File: config.mk
export PLATFORM = sky130hd
export DESIGN_NAME = proc_controller
export DESIGN_NICKNAME = d
export VERILOG_FILES = /design/src/rtl/proc_pkg.sv /design/src/rtl/proc_controller_rise_detect.sv /design/src/rtl/proc_controller.sv
export SDC_FILE = /design/constraint.sdc
export NUM_CORES = 1
export LEC_CHECK = 0
export ABC_AREA = 1
export CORE_MARGIN = 1.5
export CORE_UTILIZATION = 39
export CTS_BUF_LIST = sky130_fd_sc_hd__clkbuf_2 sky130_fd_sc_hd__clkbuf_4 sky130_fd_sc_hd__clkbuf_8
export DETAILED_ROUTE_END_ITERATION = 7
export PLACE_DENSITY_LB_ADDON = 0.05
export REMOVE_ABC_BUFFERS = 1
export SYNTH_ARGS = -nofsm -noshare
export SYNTH_HDL_FRONTEND = slang
export SYNTH_HIERARCHICAL = 1
export SYNTH_SLANG_ARGS = --single-unit
export TNS_END_PERCENT = 5
File: constraint.sdc
create_clock -name CLK -period 1.6 [get_ports CLK]
set_input_delay 0.32 -clock CLK [delete_from_list [all_inputs] [get_ports CLK]]
set_output_delay 0.32 -clock CLK [all_outputs]
set_load 0.01 [all_outputs]
File: src/rtl/proc_pkg.sv
// Shared types and instruction field positions for the 10-bit bus processor controller.
package proc_pkg;

    typedef enum logic [2:0] {
        OP_LOAD = 3'd0,
        OP_MOV  = 3'd1,
        OP_ADD  = 3'd2,
        OP_SUB  = 3'd3,
        OP_AND  = 3'd4,
        OP_XOR  = 3'd5,
        OP_RSV6 = 3'd6,
        OP_RSV7 = 3'd7
    } opcode_t;

    // Encoding doubles as the TIME output.
    typedef enum logic [1:0] {
        T0 = 2'd0,
        T1 = 2'd1,
        T2 = 2'd2,
        T3 = 2'd3
    } tstep_t;

    typedef enum logic [1:0] {
        ALU_AND = 2'b00,
        ALU_XOR = 2'b01,
        ALU_ADD = 2'b10,
        ALU_SUB = 2'b11
    } alu_op_t;

    localparam int RX_LSB = 8;
    localparam int RY_LSB = 6;
    localparam int OP_LSB = 3;

    function automatic logic is_alu(input opcode_t op);
        return op inside {OP_ADD, OP_SUB, OP_AND, OP_XOR};
    endfunction

endpackage

File: src/rtl/proc_controller_rise_detect.sv
// Rising-edge detector: pulse is high in the cycle d is high after a registered low.
module rise_detect (
    input  logic CLK,
    input  logic RST,
    input  logic d,
    output logic pulse
);

    logic d_q;

    always_ff @(posedge CLK or posedge RST) begin
        if (RST) begin
            d_q <= 1'b0;
        end else begin
            d_q <= d;
        end
    end

    assign pulse = d & ~d_q;

endmodule

File: src/rtl/proc_controller.sv
// Timestep sequencer and datapath control for the bus processor.
// Optional macro PROC_CTRL_STEP_EN adds a STEP input that gates advancement past T0.
module proc_controller
    import proc_pkg::*;
#(
    parameter int W = 10
) (
    input  logic         CLK,
    input  logic         RST,
    input  logic [W-1:0] DIN,
    input  logic         EXEC,
`ifdef PROC_CTRL_STEP_EN
    input  logic         STEP,
`endif
    output logic [W-1:0] IR,
    output logic [1:0]   TIME,
    output logic         DONE,
    output logic         BUSY,
    output logic         EXT_EN,
    output logic         RF_OE,
    output logic [1:0]   RF_RADDR,
    output logic         RF_WE,
    output logic [1:0]   RF_WADDR,
    output logic         A_LD,
    output logic         G_LD,
    output logic         G_OE,
    output logic [1:0]   ALU_OP
);

    tstep_t      state, state_next;
    logic        exec_rise;
    logic        adv;
    logic        ir_ld;
    logic        we, a_ld, g_ld;
    logic [1:0]  rx, ry;
    opcode_t     op;

    rise_detect u_exec_rise (
        .CLK   (CLK),
        .RST   (RST),
        .d     (EXEC),
        .pulse (exec_rise)
    );

`ifdef PROC_CTRL_STEP_EN
    rise_detect u_step_rise (
        .CLK   (CLK),
        .RST   (RST),
        .d     (STEP),
        .pulse (adv)
    );
`else
    assign adv = 1'b1;
`endif

    assign rx = IR[RX_LSB +: 2];
    assign ry = IR[RY_LSB +: 2];
    assign op = opcode_t'(IR[OP_LSB +: 3]);

    always_ff @(posedge CLK or posedge RST) begin
        if (RST) begin
            state <= T0;
            IR    <= '0;
        end else begin
            state <= state_next;
            if (ir_ld) begin
                IR <= DIN;
            end
        end
    end

    // Exactly one bus driver per timestep; each write is paired with its driver.
    always_comb begin
        state_next = state;
        ir_ld      = 1'b0;
        EXT_EN     = 1'b0;
        RF_OE      = 1'b0;
        RF_RADDR   = 2'd0;
        we         = 1'b0;
        RF_WADDR   = 2'd0;
        a_ld       = 1'b0;
        g_ld       = 1'b0;
        G_OE       = 1'b0;
        ALU_OP     = ALU_AND;
        DONE       = 1'b0;
        case (state)
            T0: begin
                if (exec_rise) begin
                    ir_ld      = 1'b1;
                    state_next = T1;
                end
            end
            T1: begin
                if (is_alu(op)) begin
                    RF_OE    = 1'b1;
                    RF_RADDR = rx;
                    a_ld     = 1'b1;
                    if (adv) state_next = T2;
                end else begin
                    DONE = 1'b1;
                    if (adv) state_next = T0;
                    if (op == OP_LOAD) begin
                        EXT_EN   = 1'b1;
                        we       = 1'b1;
                        RF_WADDR = rx;
                    end else if (op == OP_MOV) begin
                        RF_OE    = 1'b1;
                        RF_RADDR = ry;
                        we       = 1'b1;
                        RF_WADDR = rx;
                    end
                end
            end
            T2: begin
                RF_OE    = 1'b1;
                RF_RADDR = ry;
                ALU_OP   = alu_op_t'(IR[OP_LSB +: 2]);
                g_ld     = 1'b1;
                if (adv) state_next = T3;
            end
            T3: begin
                G_OE     = 1'b1;
                we       = 1'b1;
                RF_WADDR = rx;
                DONE     = 1'b1;
                if (adv) state_next = T0;
            end
            default: state_next = T0;
        endcase
    end

    // Loads fire only on the advancing cycle so a STEP hold never rewrites.
    assign RF_WE = we & adv;
    assign A_LD  = a_ld & adv;
    assign G_LD  = g_ld & adv;
    assign TIME  = state;
    assign BUSY  = (state != T0);

endmodule

==> results of run 1 <==
==> routing by layer <==
metal	up-vias	share of wire [%]	global-route usage (%)
li1	380	-	-
met1	356	41	22.3
met2	28	51	38.0
met3	4	6.0	4.76
met4	0	1.3	8.57
met5	-	0	0
==> registers in the layout, indices dropped and copies added, names as in the netlist, named ones only <==
signal / flops
IR: 10
TIME: 1
u_exec_rise/d_q: 1
==> cells by family (layout without fill, tap and decap cells) <==
group                      count (synthesis)  in the layout  synth area share, %
AOI/OAI and AO/OA                         11             11                 8.22
muxes                                      6              6                 10.5
DFF                                       13             13                 45.5
adders and majority gates                  5              5                 8.74
and+or+nand+nor                           27             27                 16.6
buffers and inverters                     18             83                 10.5
==> area by class of cell <==
cell class | instances | area (µm²) | share of cell area [%]
Inverter | 17 | 66.3 | 4.84
Sequential cell | 13 | 327 | 23.8
Timing Repair Buffer | 62 | 504 | 36.8
Clock buffer | 4 | 30.0 | 2.19
Tap cell | 25 | 31.3 | 2.28
Multi-Input combinational cell | 49 | 412 | 30.0
==> repair_timing <==
item,4_1_cts,5_1_grt
endpoints found under the setup margin,17,13
pin swaps,3,4
setup buffers,2,4
hold endpoints to repair,0,0
gates resized for setup,77,11
cloned,0,0
==> stage by stage <==
| step | total power, W | worst slack (ns) |
|---|---|---|
| finish | 0.00288 | -0.271 |
| global route | 0.00308 | -0.349 |
| CTS | 0.00273 | -0.281 |
| detailed placement | 0.00242 | -0.466 |
| global placement | 0.00237 | -0.417 |
| floorplan | 0.00132 | -0.0698 |
==> power by group <==
group | internal, W | switching (W) | total, W
Clock | 0.000114 | 0.000112 | 0.000226
Combinational | 0.00111 | 0.000927 | 0.00204
Sequential | 0.000488 | 0.000125 | 0.000613
==> critical path, stage by stage, from the launching register on <==
cell	delay (ns)
dfrtp_1	0.39
inv_2	0.09
ha_4	0.22
nor2_4	0.11
nand3_2	0.08
nand2_2	0.08
nand2_2	0.05
a21oi_2	0.12
buf_2	0.14
==> worst max path at each step <==
| stage | from | endpoint | slack, ns | cells past startpoint |
|---|---|---|---|---|
| final | IR[5] | RF_RADDR[0] | -0.27 | 8 |
| after global placement | IR[4] | RF_RADDR[1] | -0.42 | 8 |
| after detailed placement | IR[4] | RF_RADDR[0] | -0.47 | 8 |
| after CTS | IR[5] | RF_RADDR[1] | -0.28 | 8 |
| after floorplan | IR[4] | RF_RADDR[0] | -0.07 | 7 |
| after global routing | flip-flop | RF_RADDR[0] | -0.35 | 9 |
==> Yosys cell counts <==
| cell type | n | share of area (%) |
|---|---|---|
| nor2_2 | 2 | 1.7 |
| inv_1 | 16 | 8.4 |
| a31oi_1 | 1 | 0.87 |
| mux2_4 | 2 | 4.2 |
| ha_1 | 5 | 8.7 |
| nor2_4 | 1 | 1.6 |
| buf_6 | 1 | 1.6 |
| dfrtp_1 | 13 | 45 |
| mux2_2 | 4 | 6.3 |
| inv_2 | 1 | 0.52 |
| nand3_1 | 2 | 1.4 |
| a21oi_1 | 7 | 4.9 |
| o21ai_0 | 2 | 1.4 |
| nor2_1 | 9 | 4.7 |
| nand2_2 | 1 | 0.87 |
| a22oi_1 | 1 | 1.0 |
| nand2_1 | 12 | 6.3 |
==> impl_metrics.json, run 1 <==
{
  "status": "finished, violations left",
  "violations": "negative setup slack",
  "core_area_um2": 1730,
  "hold_class": "primary input to asynchronous set/reset pin",
  "grt_overflow": 0,
  "design_area_um2": 1370,
  "grt_pass1_wl_mm": 2.97,
  "holdWs_ns": 0.195,
  "place_area_um2": 1250,
  "tightest_slew_ns": 0.470,
  "track_usage_pct": 20.6,
  "die_y_um": 45.8,
  "wl_per_cell_um": 11.7,
  "critPathCaptureType": "output pin",
  "cts_tree": "built",
  "p_leak_nw": 0.693,
  "mostFrequentLayoutCells": "buf_4, clkdlybuf4s50_1, dfrtp_1",
  "drive_above_1_share_pct": 49.7,
  "initial_core_util_pct": 41.4,
  "area_delta_synth_final_pct": 91.4,
  "ant_nets": 0,
  "r2r_setup_slack_ns": 0.10,
  "final_common_cell": "buf_4",
  "num_rows": 15,
  "max_freq_ghz": 0.534,
  "dieWidth_um": 45.8,
  "power_per_cell_area_nw_per_um2": 2100,
  "cp.arrival_ns": 1.55,
  "period_needed_ns": 1.87,
  "port_buffers": 38,
  "required_ns": 1.28,
  "cts_sinks": 13,
  "timing.critical_path.fanout_max": 3,
  "period_share_pct": 117,
  "final_max_slew_viol_count": 0,
  "cts_buffers": 3,
  "syn_avg_cell_area_um2": 8.95,
  "fin_ws_ns": -0.271,
  "vdd_drop_max_v": 0.00120,
  "clk_latency_ns": 0.28,
  "ctsRootBufferMaster": "clkbuf_4",
  "antenna_found_initial": 0,
  "final_cells": 170,
  "synth.ff_latch_count": 13,
  "post-route-util_pct": 79.3,
  "r2r_cells": 6,
  "cts_buffer_depth": 2,
  "rsz0062_at_grt": "yes",
  "place_inst": 160,
  "hold_viol": 0,
  "seq_area_frac_synth_pct": 45.5,
  "drtIter0Drc": 11,
  "fillers": 128,
  "drc": 0,
  "cts.htree.levels": 1,
  "diodes": 0,
  "r2r_end": "IR[7]",
  "syn_inst": 80,
  "setup_tns_ns": -2.09,
  "hold_buffers": 0,
  "yosysUniqueCellTypes": 17,
  "place.gp.congestion": 0.785,
  "worstSetupPathType": "flip-flop to output pin",
  "yosysWarningCount": 6,
  "dr.pass1.iters": 2,
  "finalNetCount": 164,
  "avgViaCountPerCell": 4.52,
  "relSlewSlack_pct": 68.6,
  "grt_pass1_vias": 686,
  "dr_total_vias": 768,
  "max_cap_viol_count": 0,
  "synth_area_um2": 716,
  "hpwl_mm": 1.43,
  "fin_worst_skew_ns": 0.000425,
  "num_io_pins": 39,
  "grt_max_degree": 13,
  "wl_mm": 1.98,
  "worstSetupStartpointType": "flip-flop",
  "setup_violations": 12,
  "dieArea_um2": 2100,
  "clk_pin_slew_worst_paths_ns": 0.08
}
(Power assumes the default switching activity.)
==> inputs of run 2 (changes only) <==
Settings changed: CAP_MARGIN set to 10, SKIP_CTS_REPAIR_TIMING set to 1.
==> run 2 against run 1 <==
  * The flow still finishes with violations (negative setup slack)
  * Total power down 5.0%
  * Sequential cell count unchanged
  * Utilization down 2.4 points
  * Critical path depth did not move
  * Register-to-register slack hardly changed
  * Die area unchanged
  * Global-route usage down 0.98 points
  * Final cell count fell by 2.4%
==> impl_metrics.json, run 2 (synthesis gave the netlist of run 1 again) <==
{
  "port_buffers": 38,
  "ant_nets": 0,
  "dr_total_vias": 734,
  "clk_latency_ns": 0.28,
  "gr-max-usage-layer": "met2",
  "area_delta_synth_final_pct": 85.7,
  "critPathCaptureType": "output pin",
  "ctsRootBufferMaster": "clkbuf_4",
  "grt_pass1_wl_mm": 2.84,
  "grt_overflow": 0,
  "largest_reg_flops": 10,
  "final_common_cell": "buf_4",
  "grt_pass1_vias": 672,
  "violations": "negative setup slack",
  "regMostFlops": "IR",
  "grt_use_met3_pct": 5.16,
  "drc": 0,
  "hold_class": "primary input to asynchronous set/reset pin",
  "num_rows": 15,
  "avgViaCountPerCell": 4.42,
  "use_met1_pct": 22.5,
  "core_area_um2": 1730,
  "dr.pass1.iters": 4,
  "setup_tns_ns": -1.82,
  "status": "finished, violations left",
  "place.gp.congestion": 0.785,
  "antenna_found_initial": 0,
  "rsz0062_at_grt": "yes",
  "pre_cts_slack_ns": -0.466,
  "design_area_um2": 1330,
  "p_leak_nw": 0.752,
  "grt_max_degree": 13,
  "hold_viol": 0,
  "place_area_um2": 1250,
  "period_needed_ns": 1.88,
  "finalNetCount": 160,
  "cts_buffers": 3,
  "track_usage_pct": 19.7,
  "max_cap_viol_count": 0,
  "drive_above_1_share_pct": 46.8,
  "num_io_pins": 39,
  "mostFrequentLayoutCells": "buf_4, clkdlybuf4s50_1, dfrtp_1",
  "hpwl_mm": 1.43,
  "drtIter0Drc": 5,
  "fin_ws_ns": -0.283,
  "cts_tree": "built",
  "wl_per_cell_um": 11.7,
  "timing.critical_path.fanout_max": 3,
  "worstSetupPathType": "flip-flop to output pin",
  "post-route-util_pct": 77.0,
  "setup_violations": 11,
  "place_inst": 160,
  "final_max_slew_viol_count": 0,
  "final_cells": 166,
  "cts_sinks": 13,
  "dieArea_um2": 2100,
  "tightest_slew_ns": 0.471,
  "required_ns": 1.28,
  "worstSetupStartpointType": "flip-flop",
  "power_per_cell_area_nw_per_um2": 2060,
  "cts_buffer_depth": 2,
  "relSlewSlack_pct": 68.5,
  "initial_core_util_pct": 41.4,
  "cts.htree.levels": 1,
  "grt_util_met2_pct": 33.2,
  "period_share_pct": 118,
  "max_freq_ghz": 0.531,
  "cp.arrival_ns": 1.56,
  "fin_worst_skew_ns": 0.000264,
  "clk_pin_slew_worst_paths_ns": 0.08,
  "dieWidth_um": 45.8,
  "wl_mm": 1.95,
  "vdd_drop_max_v": 0.00121,
  "diodes": 0,
  "die_y_um": 45.8
}
==> run 2: critical path, stage by stage (launching register included) <==
cell and delay [ns]:
dfrtp_1 0.39, inv_2 0.09, ha_4 0.22, nor2_4 0.10, nand3_2 0.07, nand2_2 0.09, nand2_2 0.06, a21oi_2 0.13
buf_2 0.14
==> run 2: where the power goes <==
part	switching, W	total [W]	internal (W)
Sequential	0.000121	0.000609	0.000488
Combinational	0.000867	0.00190	0.00103
Clock	0.000111	0.000225	0.000114
Total	0.00110	0.00273	0.00163
==> run 2: layout make-up <==
cell class | count | area, µm²
fill | 137 | 398
multi-input combinational | 49 | 382
inverter | 17 | 63.8
tap | 25 | 31.3
sequential | 13 | 327
timing repair buffer | 58 | 495
clock buffer | 4 | 30.0
==> run 2: through the flow <==
step	power, W	hold WS, ns
4_1_cts	0.00265	0.194
5_1_grt	0.00292	0.191
6_report	0.00273	0.195
3_5_place_dp	0.00242	0.498
2_1_floorplan	0.00132	0.0487
3_3_place_gp	0.00237	0.487
==> run 2: path summary, 6_finish.rpt <==
kind | slack [ns] | from | cells past startpoint | to
max | -0.28 | IR[4] | 8 | RF_RADDR[0]
min | 0.20 | RST | 2 | u_exec_rise/d_q
max reg2reg | 0.10 | flip-flop | 6 | IR[7]
min reg2reg | 0.52 | IR[0] | 1 | IR[0]
max in group asynchronous | 0.88 | RST | 2 | TIME[0]
min in group CLK | 0.51 | EXEC | 1 | u_exec_rise/d_q
==> run 2: metal layers <==
metal	share of wire, %	up-vias
li1	-	371
met1	41	331
met2	51	28
met3	6.5	4
met4	1.3	0
met5	0	-
